## src/rtl/pipeline_fetch_ctrl.sv

```systemverilog
// pipeline_fetch_ctrl: front-of-pipeline sequencing for the LC-3b.
// Generates PC / DE / AGEX load enables, the DE valid bit and the PC mux
// select; suppresses fetch while a control-flow instruction is in flight,
// counts fetch stalls and resolved branches, and flags a sticky error if a
// pending branch never resolves.
module pipeline_fetch_ctrl #(
    parameter int CNT_W       = 16,
    parameter int MAX_BR_WAIT = 8
) (
    input  logic             clk,
    input  logic             reset_n,
    input  logic             icache_r,
    input  logic             dep_stall,
    input  logic             v_de_br_stall,
    input  logic             v_agex_br_stall,
    input  logic             v_mem_br_stall,
    input  logic             mem_stall,
    input  logic [1:0]       mem_pcmux,
    output logic             ld_pc,
    output logic [1:0]       pcmux_sel,
    output logic             ld_de,
    output logic             de_v_in,
    output logic             ld_agex,
    output logic [1:0]       ctrl_state,
    output logic [CNT_W-1:0] stall_cnt,
    output logic [CNT_W-1:0] br_cnt,
    output logic             br_timeout_err
);

    localparam int BW = (MAX_BR_WAIT > 2) ? $clog2(MAX_BR_WAIT) : 1;
    localparam logic [BW-1:0] WAIT_LAST = BW'(MAX_BR_WAIT - 1);

    typedef enum logic [1:0] {
        BOOT    = 2'd0,
        RUN     = 2'd1,
        BR_PEND = 2'd2
    } state_t;

    state_t        state, state_nx;
    logic [BW-1:0] br_wait;

    logic stall_inc;
    logic br_inc;
    logic wait_clr;
    logic wait_inc;
    logic err_set;
    logic resolve;

    assign ctrl_state = state;
    assign resolve    = v_mem_br_stall & ~mem_stall;

    // State register and counters; reset drops any pending branch.
    always_ff @(posedge clk or negedge reset_n) begin
        if (!reset_n) begin
            state          <= BOOT;
            stall_cnt      <= '0;
            br_cnt         <= '0;
            br_wait        <= '0;
            br_timeout_err <= 1'b0;
        end else begin
            state <= state_nx;
            if (stall_inc && (stall_cnt != '1))
                stall_cnt <= stall_cnt + 1'b1;
            if (br_inc && (br_cnt != '1))
                br_cnt <= br_cnt + 1'b1;
            if (wait_clr)
                br_wait <= '0;
            else if (wait_inc)
                br_wait <= br_wait + 1'b1;
            if (err_set)
                br_timeout_err <= 1'b1;
        end
    end

    // Next-state and load-enable decode from registered state plus inputs.
    always_comb begin
        state_nx  = state;
        ld_pc     = 1'b0;
        pcmux_sel = 2'd0;
        ld_de     = ~mem_stall;
        de_v_in   = 1'b0;
        ld_agex   = ~mem_stall;
        stall_inc = 1'b0;
        br_inc    = 1'b0;
        wait_clr  = 1'b0;
        wait_inc  = 1'b0;
        err_set   = 1'b0;

        case (state)
            BOOT: begin
                ld_de    = 1'b1;
                state_nx = RUN;
            end
            RUN: begin
                ld_de   = ~mem_stall & ~dep_stall;
                de_v_in = icache_r & ~v_de_br_stall;
                ld_pc   = icache_r & ~mem_stall & ~dep_stall & ~v_de_br_stall
                        & ~v_agex_br_stall & ~v_mem_br_stall;
                if (v_de_br_stall && !dep_stall && !mem_stall) begin
                    ld_de    = 1'b1;
                    de_v_in  = 1'b0;
                    state_nx = BR_PEND;
                    wait_clr = 1'b1;
                end
                stall_inc = ~ld_pc;
            end
            BR_PEND: begin
                ld_de = ~mem_stall;
                if (resolve) begin
                    ld_pc     = 1'b1;
                    pcmux_sel = (mem_pcmux == 2'd3) ? 2'd0 : mem_pcmux;
                    br_inc    = 1'b1;
                    state_nx  = RUN;
                end else if (!mem_stall) begin
                    if (br_wait == WAIT_LAST) begin
                        err_set  = 1'b1;
                        wait_clr = 1'b1;
                        state_nx = RUN;
                    end else begin
                        wait_inc = 1'b1;
                    end
                end
            end
            default: state_nx = BOOT;
        endcase

        if (!reset_n) begin
            ld_pc     = 1'b0;
            pcmux_sel = 2'd0;
            ld_de     = 1'b1;
            de_v_in   = 1'b0;
            ld_agex   = 1'b1;
        end
    end

endmodule

```

## config.mk

```make
export PLATFORM = sky130hd
export DESIGN_NAME = pipeline_fetch_ctrl
export DESIGN_NICKNAME = d
export VERILOG_FILES = /design/src/rtl/pipeline_fetch_ctrl.sv
export SDC_FILE = /design/constraint.sdc
export NUM_CORES = 1
export LEC_CHECK = 0
export BUFFER_PORTS_ARGS = -buffer_cell sky130_fd_sc_hd__buf_2
export CORE_MARGIN = 3
export CORE_UTILIZATION = 50
export DETAILED_ROUTE_END_ITERATION = 12
export GPL_ROUTABILITY_DRIVEN = 0
export GPL_TIMING_DRIVEN = 1
export PLACE_DENSITY = 0.76
export SLEW_MARGIN = 40
export SYNTH_ARGS = -nofsm -noshare
export SYNTH_HDL_FRONTEND = slang
export SYNTH_SLANG_ARGS = --single-unit
```

## constraint.sdc

```tcl
create_clock -name clk -period 4.2 [get_ports clk]
set_clock_uncertainty 0.15 [all_clocks]
set_input_delay 0 -clock clk [delete_from_list [all_inputs] [get_ports clk]]
set_output_delay 0 -clock clk [all_outputs]
set_load 0.005 [all_outputs]
```

* Word level (Yosys, flattened, before mapping) *
Cells that the tools add are included.

word-level totals
  flip-flop bits (word level) = 38
  input port bits = 10
  logic and storage cells = 73

operators by class
  add/subtract/negate cells = 3
  equal/unequal tests = 9
  muxes and demuxes = 33
  bitwise gates (word level) = 14
  reduce and logical (&&, ||, !) cells = 9

operator list
  cell                   number
  $add 16x1->16 const B  2
  $ne 16x16->1 const B   2
  $mux 1                 19
  $mux 2                 8
  $and 1x1->1            8
  $mux 3                 2
  $ne 3x3->1 const B     2
  $not 1->1              6
  $pmux 1 s2             3
  $pmux 2 s3             1
  $eq 2x2->1 const B     2
  $logic_and 1x1->1      4
  $add 3x1->3 const B    1
  $eq 3x3->1 const B     1
  $reduce_and 3->1       1
  $eq 2x1->1 const B     1
  $logic_not 1->1        2
  $logic_not 2->1        1
  $ne 2x2->1 const B     1
  $reduce_bool 2->1      1

* Depth between registers and ports, before layout *
Gate-level depths: netlist of run 1.

  depth after elaboration = 9
  depth in mapped cells = 7
  depth with buffers taken out = 6

* Worst setup path after synthesis of run 1 *
OpenSTA, ideal clock, no wires.

  kind = register -> register
  start point = reg state[0], in the netlist ctrl_state[0]
  end point = reg br_cnt[15]
  arrival = 1.863 ns
  required time = 3.971 ns
  slack = 2.108 ns
  stages on the path, launching flop included = 7
  path buffers = 0
  period minus slack after synthesis = 2.092 ns
  path through = dfrtp_1 -> inv_1 -> ha_1 -> nand3b_4 -> or4_4 -> nor4b_2 -> xor2_1

between the ends
  cells in the longest elaborated chain, start to end = 3

RTL lines
  what                    line  RTL
  start, declared         39    state_t state, state_nx;
  start signal, assigned  61    state <= state_nx;
  $eq 2x2->1              89    case (state)
  $mux 1                  89
  $logic_and 1x1->1       64    if (br_inc && (br_cnt != '1))
  end signal, assigned    65    br_cnt <= br_cnt + 1'b1;
  end, declared           26    output logic [CNT_W-1:0] br_cnt,

No other way between the ends.
A chain may end at the register's enable or synchronous reset.

* Worst setup path in the final report of run 1 *
Ends and elaborated chain as after synthesis.

==> results.yml, run 1 <==
synth:
  async_flop_share_pct: 100
  synth_top_family_by_area: "simple AND/OR/NAND/NOR gates"
  synth-edff-count: 0
  synth_xor_area_share_pct: 11.5
  synthAdderAreaFrac_pct: 4.87
  synth_warnings: 0
  synth.cell_area_mm2: 0.00206
  synth_compound_area_share_pct: 8.70
  synth-simple-area-share_pct: 23.5
  syn_nets: 209
  ys_seq_elements: 38
  syn_area_per_cell_um2: 10.8
  synthFlopType: "dfrtp_1"
  synth_cells: 191
  synth-seq-area-share_pct: 46.2
  synth.distinct_cells: 46
  muxShareOfSynthArea_pct: 3.10
drt:
  drt_iter0_markers: 103
  drtPass1Iterations: 4
  routed_wl_um: 4190
  antenna_left: 0
  drt-vias-per-instance: 5.68
  vias: 1670
  drc: 0
  routedWlPerCell_um: 14.2
global_routing:
  grtUsageMet2_pct: 28.5
  globalRouteTotalUtil_pct: 18.1
  grt_pass1_vias: 1600
  busiest_layer: "met2"
  use_met1_pct: 23.9
  grt_max_degree: 44
  antenna_found_initial: 0
  grt.overflow.total: 0
  grt_use_met3_pct: 5.04
  grt_pass1_wl_um: 7220
job:
  drv_cap: 0
sta:
  worst_pin_slew_ps: 612
  fmaxAchievable_mhz: 446
  setup-violations-final: 0
  maxSlewHeadroom_pct: 58.6
  final.setup.tns_ps: 0
  finalCritPeriodShare_pct: 53.4
  drv_slew: 0
  layout_setup_ws_ps: 1960
  fin_crit_ps: 2240
  rsz0062_at_grt: "false"
  final_hold_viol_count: 0
min_path:
  min_path_type: "input port to flop"
outcome:
  status: "complete, no violations"
worst_setup_path:
  endpoint_kind: "flop"
  slowest_stage: "or4_4"
  worst-endpoint-arrival_ps: 2300
  crit_family: "simple AND/OR/NAND/NOR gates"
  crit_fanout: 10
  cp-start-kind: "flop"
  criticalPathCategory: "flop to flop"
  critPathBufInv: 1
  cpPeakStageDelay_ps: 580
  path_cells: "inv_1, ha_1, nand3b_4, or4_4, nor4b_2, xor2_1"
  cp.required_ps: 4260
floorplan:
  ios: 51
  die_y_um: 70.1
  start_util_pct: 54.2
  die_w_um: 70.1
  core_area_mm2: 0.00380
  row_count: 22
  dieArea_mm2: 0.00492
clock_network:
  cts_buffer_depth: 2
  clkTransAtPathRegs_ps: 70
  cts_resized: 0
  h-tree-depth: 2
  cts_tree: "yes"
  cts-root-buf: "clkbuf_8"
  cts_buffers: 5
  postCtsSetupRepairBufs: 0
  clk_latency_ps: 290
  clkSinkCount: 38
power:
  ir_worst_vdd_uv: 304
  p_leak_nw: 1.26
  power_density_mw_per_mm2: 411
cells_and_area:
  final_cell_mix: "buf_2 (49), dfrtp_1 (38), xor2_1 (17)"
  antenna_cells: 0
  syn_to_final_growth_pct: 19.4
  seqCellArea_um2: 951
  fin_util_pct: 64.7
  final_common_cell: "buf_2"
  nets: 265
  n_fill_cell: 318
  drive_above_1_share_pct: 28.9
  multiInputGateArea_mm2: 0.00106
place:
  preCtsSetupSlack_ps: 1960
  port_buffers: 50
  hpwlAfterDp_um: 3090
==> report_power, final <==
part	leakage [nW]	switching [mW]	internal, mW
registers	0.510	0.0687	0.420
clock network	0.0431	0.119	0.127
logic	0.712	0.145	0.130
==> final timing paths <==
path,cells after the start,slack [ps],end,startpoint
worst min-delay path,4,20,br_wait[0]$_DFFE_PN0P_,v_mem_br_stall
worst max register to register,6,1960,br_cnt[15]$_DFFE_PN0P_,ctrl_state[0]$_DFFE_PN0P_
worst max-delay path,6,1960,br_cnt[15]$_DFFE_PN0P_,ctrl_state[0]$_DFFE_PN0P_
worst min register to register,1,320,br_timeout_err$_DFFE_PN0P_,br_timeout_err$_DFFE_PN0P_
max in group asynchronous,2,3470,br_cnt[3]$_DFFE_PN0P_,reset_n
min in group asynchronous,2,80,br_cnt[10]$_DFFE_PN0P_,reset_n
==> stage by stage <==
stage | std cells | area [um^2] | hold WS, ps | power, mW
after detailed placement | 286 | 2350 | -138 | 0.770
after global placement | 286 | 2350 | 25.7 | 0.759
final | 294 | 2460 | 22.8 | 1.01
after CTS | 294 | 2460 | 10.2 | 1.02
after floorplan | 191 | 2060 | -446 | 0.662
after global routing | 294 | 2460 | 51.7 | 1.08
==> registers in the layout, indices dropped and copies added, names as in the netlist <==
signal / cells
br_timeout_err: 1
br_cnt: 16
br_wait: 3
ctrl_state: 2
stall_cnt: 16
==> logic make-up after synthesis <==
kind of cell | count (synthesis)
multiplexers | 6
buffers and inverters | 9
AO/OA/AOI/OAI | 26
XOR/XNOR | 27
adder cells (fa/ha/maj) | 8
AND/OR/NAND/NOR | 77
flip-flops | 38
==> synthesized netlist by cell type (3+ instances only) <==
library cell	count	share of area (%)
inv_1	5	0.91
xor2_1	17	7.2
o211ai_1	3	1.1
mux2i_1	3	1.5
nand4_1	6	1.8
ha_1	8	4.9
and3_1	3	0.91
a31oi_1	3	0.91
o2111ai_1	4	1.7
nor2_1	12	2.2
nor4_1	7	2.1
nor3_1	6	1.5
dfrtp_1	38	46
a21oi_1	8	1.9
nand3_1	12	2.9
xnor2_1	10	4.3
nor3b_1	3	1.1
nand2_1	9	1.6
==> area by class of cell <==
cell class / instances / share of cell area (%)
well taps: 48 / 2.45
flip-flops and latches: 38 / 38.7
clock buffers: 6 / 3.36
inverters: 5 / 0.764
repair buffers: 53 / 11.4
multi-input cells: 144 / 43.3
==> layer usage <==
layer	wire length [um]	part of all wire [%]
met1	1930	46
met2	1970	47
met3	238	5.7
met4	46	1.1
met5	0	0
==> worst reg2reg max path, stage by stage (launching register included) <==
cell and delay [ps]:
dfrtp_1 410, inv_1 110, ha_1 320, nand3b_4 170, or4_4 580, nor4b_2 250, xor2_1 180
==> repair_timing <==
item / in CTS / in global routing
endpoints found under the setup margin: 0 / 0
hold buffers: 2 / 0
hold endpoints to repair: 40 / 0
Note: power is estimated with default switching activity, not from simulation.
==> inputs of run 2 (changes only) <==
- ABC_AREA: unset -> 1
- PLACE_DENSITY: 0.76 -> 0.74
- clock period: 4.2 -> 2.3 ns (I/O delays scaled with it)
==> results.yml, run 2 <==
global_routing:
  grt_pass1_vias: 2282
  antenna_found_initial: 0
  globalRouteTotalUtil_pct: 20.4
  grt_max_degree: 30
  grt_pass1_wl_um: 9840
  grt.overflow.total: 0
floorplan:
  ios: 51
  row_count: 24
  die_y_um: 76.0
  start_util_pct: 54.1
  dieArea_mm2: 0.00578
  die_w_um: 76.0
  core_area_mm2: 0.00453
power:
  power_frac_seq_pct: 44.1
  clock_power_share_pct: 23.1
  pwr-share-comb_pct: 32.8
  ir_worst_vdd_uv: 392
  power_density_mw_per_mm2: 724
  swShare_pct: 38.5
  power.total_mw: 2.11
  switching_power_mw: 0.812
  p_int_mw: 1.30
  p_leak_nw: 1.55
synth:
  synth.distinct_cells: 25
  synth_area_leaders: "dfrtp_1 (39%), nand2_1 (24%), nor2_1 (6.0%)"
  synth-seq-area-share_pct: 38.8
  ys_seq_elements: 38
  async_flop_share_pct: 100
  netlist_top_cells_count: "nand2_1 (159), nor2_1 (39), dfrtp_1 (38)"
  synth_most_common_cell: "nand2_1"
  syn_nets: 369
  syn_area_per_cell_um2: 6.99
  synth_top_area_share_pct: 38.8
  synthFlopType: "dfrtp_1"
  synth-edff-count: 0
  synth.cell_area_mm2: 0.00245
  synth_cells: 351
  synth.largest_area_cell: "dfrtp_1"
  synth_warnings: 0
place:
  hpwlAfterDp_um: 4250
  port_buffers: 50
  dp.cells: 465
sta:
  rsz0062_at_grt: "false"
  finalCritPeriodShare_pct: 80.6
  drv_slew: 0
  worst_pin_slew_ps: 452
  maxSlewHeadroom_pct: 69.8
  final.setup.tns_ps: 0
  fmaxAchievable_mhz: 539
  fin_crit_ps: 1850
  final_hold_viol_count: 0
  setup-violations-final: 0
worst_setup_path:
  cp-start-kind: "flop"
  crit_fanout: 7
  endpoint_kind: "output pin"
  cp.required_ps: 2150
  startpoint: "ctrl_state[0]$_DFFE_PN0P_"
  crit_end: "ld_pc"
  slowest_stage: "dfrtp_1"
  rr_worst_depth: 9
  path_cells: "inv_1, ha_1, nand3_1, o21ai_0, nand2_1, nor2_1, buf_2"
  r2r-end: "stall_cnt[2]$_DFFE_PN0P_"
  critPathBufInv: 2
  path_depth: 7
  r2r_setup_slack_ps: 450
  crit_family: "flip-flops"
  criticalPathCategory: "flop to output pin"
  cpPeakStageDelay_ps: 430
  reg2reg_from: "stall_cnt[0]$_DFFE_PN0P_"
  worst-endpoint-arrival_ps: 1700
clock_network:
  cts_tree: "yes"
  h-tree-depth: 2
  cts_buffers: 5
  cts-root-buf: "clkbuf_8"
  postCtsSetupRepairBufs: 0
  clkSinkCount: 38
  cts_buffer_depth: 2
  clk_latency_ps: 290
  clkTransAtPathRegs_ps: 80
min_path:
  min_path_type: "input port to flop"
drt:
  routedWlPerCell_um: 11.7
  drt-vias-per-instance: 4.89
  drc: 0
  routed_wl_um: 5570
  drtPass1Iterations: 5
  drt_iter0_markers: 66
  antenna_left: 0
  vias: 2336
job:
  drv_cap: 0
cells_and_area:
  n_fill_cell: 418
  antenna_cells: 0
  final_common_cell: "nand2_1"
  top_regs: "br_cnt (16), stall_cnt (16), br_wait (3)"
  multiInputGateArea_mm2: 0.00135
  nets: 430
  final_cells: 478
  drive_above_1_share_pct: 16.7
  syn_to_final_growth_pct: 18.9
  seqCellArea_um2: 951
  final_cell_mix: "nand2_1 (159), buf_2 (50), nor2_1 (39)"
outcome:
  status: "complete, no violations"
run 2: cell count changes after synthesis, moves of 4 or more:
cell / before / now
nand2_1: 9 / 159
nor2_1: 12 / 39
inv_1: 5 / 30
o21ai_0: 0 / 13
xor2_1: 17 / 4
a21oi_1: 8 / 1
nand4_1: 6 / 11
nor4_1: 7 / 2
nand3_1: 12 / 16
nor3_1: 6 / 2
o2111ai_1: 4 / 0
run 2: worst min path at each step:
stage             startpoint                    endpoint  slack (ps)  cells past startpoint
5_1_grt        v_de_br_stall      br_wait[0]$_DFFE_PN0P_         110                      4
6_report           dep_stall      br_wait[0]$_DFFE_PN0P_          30                      5
2_1_floorplan        reset_n       br_cnt[0]$_DFFE_PN0P_        -450                      0
3_3_place_gp         reset_n  br_timeout_err$_DFFE_PN0P_        -250                      1
4_1_cts            dep_stall   ctrl_state[0]$_DFFE_PN0P_          40                      6
3_5_place_dp         reset_n  br_timeout_err$_DFFE_PN0P_        -250                      1
run 2: worst reg2reg max path: stages (launching register included):
cell     delay (ps)
dfrtp_1         440
ha_1            270
nand3_4         140
nor2_8           50
nand2_4          80
nor2_1           60
nor2_2          260
buf_4           220
nand2_1          60
nand2_1          60
run 2: routing by layer:
layer	GRT usage, %	up-vias	part of all wire, %
li1	-	1223	-
met1	24.8	1050	45
met2	36.3	53	50
met3	3.66	10	3.8
met4	6.88	0	1.3
met5	0	-	0
run 2: cell families (layout without fill, tap and decap cells):
| logic type | Yosys count | in the layout | share of synthesized area, % |
|---|---|---|---|
| XOR/XNOR | 15 | 15 | 5.36 |
| buffers and inverters | 35 | 97 | 6.17 |
| adder cells (fa/ha/maj) | 8 | 8 | 4.08 |
| AO/OA/AOI/OAI | 17 | 17 | 4.49 |
| AND/OR/NAND/NOR | 238 | 238 | 41.1 |
| flip-flops | 38 | 38 | 38.8 |
run 2: cell type report:
type                    instances  share of cell area, %
clock buffers                   6                   2.83
clock inverters                 2                  0.429
inverters                      31                   3.99
multi-input cells             278                   46.3
flip-flops and latches         38                   32.6
well taps                      65                   2.79
repair buffers                 58                   11.1
run 2: through the flow:
stage | area (um^2) | setup WS [ps] | util, % | hold slack (ps)
6_report | 2920 | 445 | 64.3 | 31.8
5_1_grt | 2920 | 273 | 64.3 | 106
4_1_cts | 2920 | 423 | 64.3 | 36.7
3_5_place_dp | 2770 | 463 | 61.1 | -250
3_3_place_gp | 2770 | 524 | 61.1 | -250
2_1_floorplan | 2450 | 589 | - | -446
run 2: timing repair:
item | 4_1_cts | 5_1_grt
hold buffers | 5 | 0
endpoints found under the hold margin | 41 | 0
endpoints found under the setup margin | 0 | 0
gates resized for setup | 0 | 0
run 2: power by group through the flow:
stage | logic, mW | clock network (mW) | registers, mW
floorplan | 0.487 | 0 | 0.925
global placement | 0.682 | 0 | 0.938
detailed placement | 0.694 | 0 | 0.941
CTS | 0.702 | 0.501 | 0.929
global route | 0.800 | 0.539 | 0.952
finish | 0.693 | 0.488 | 0.931
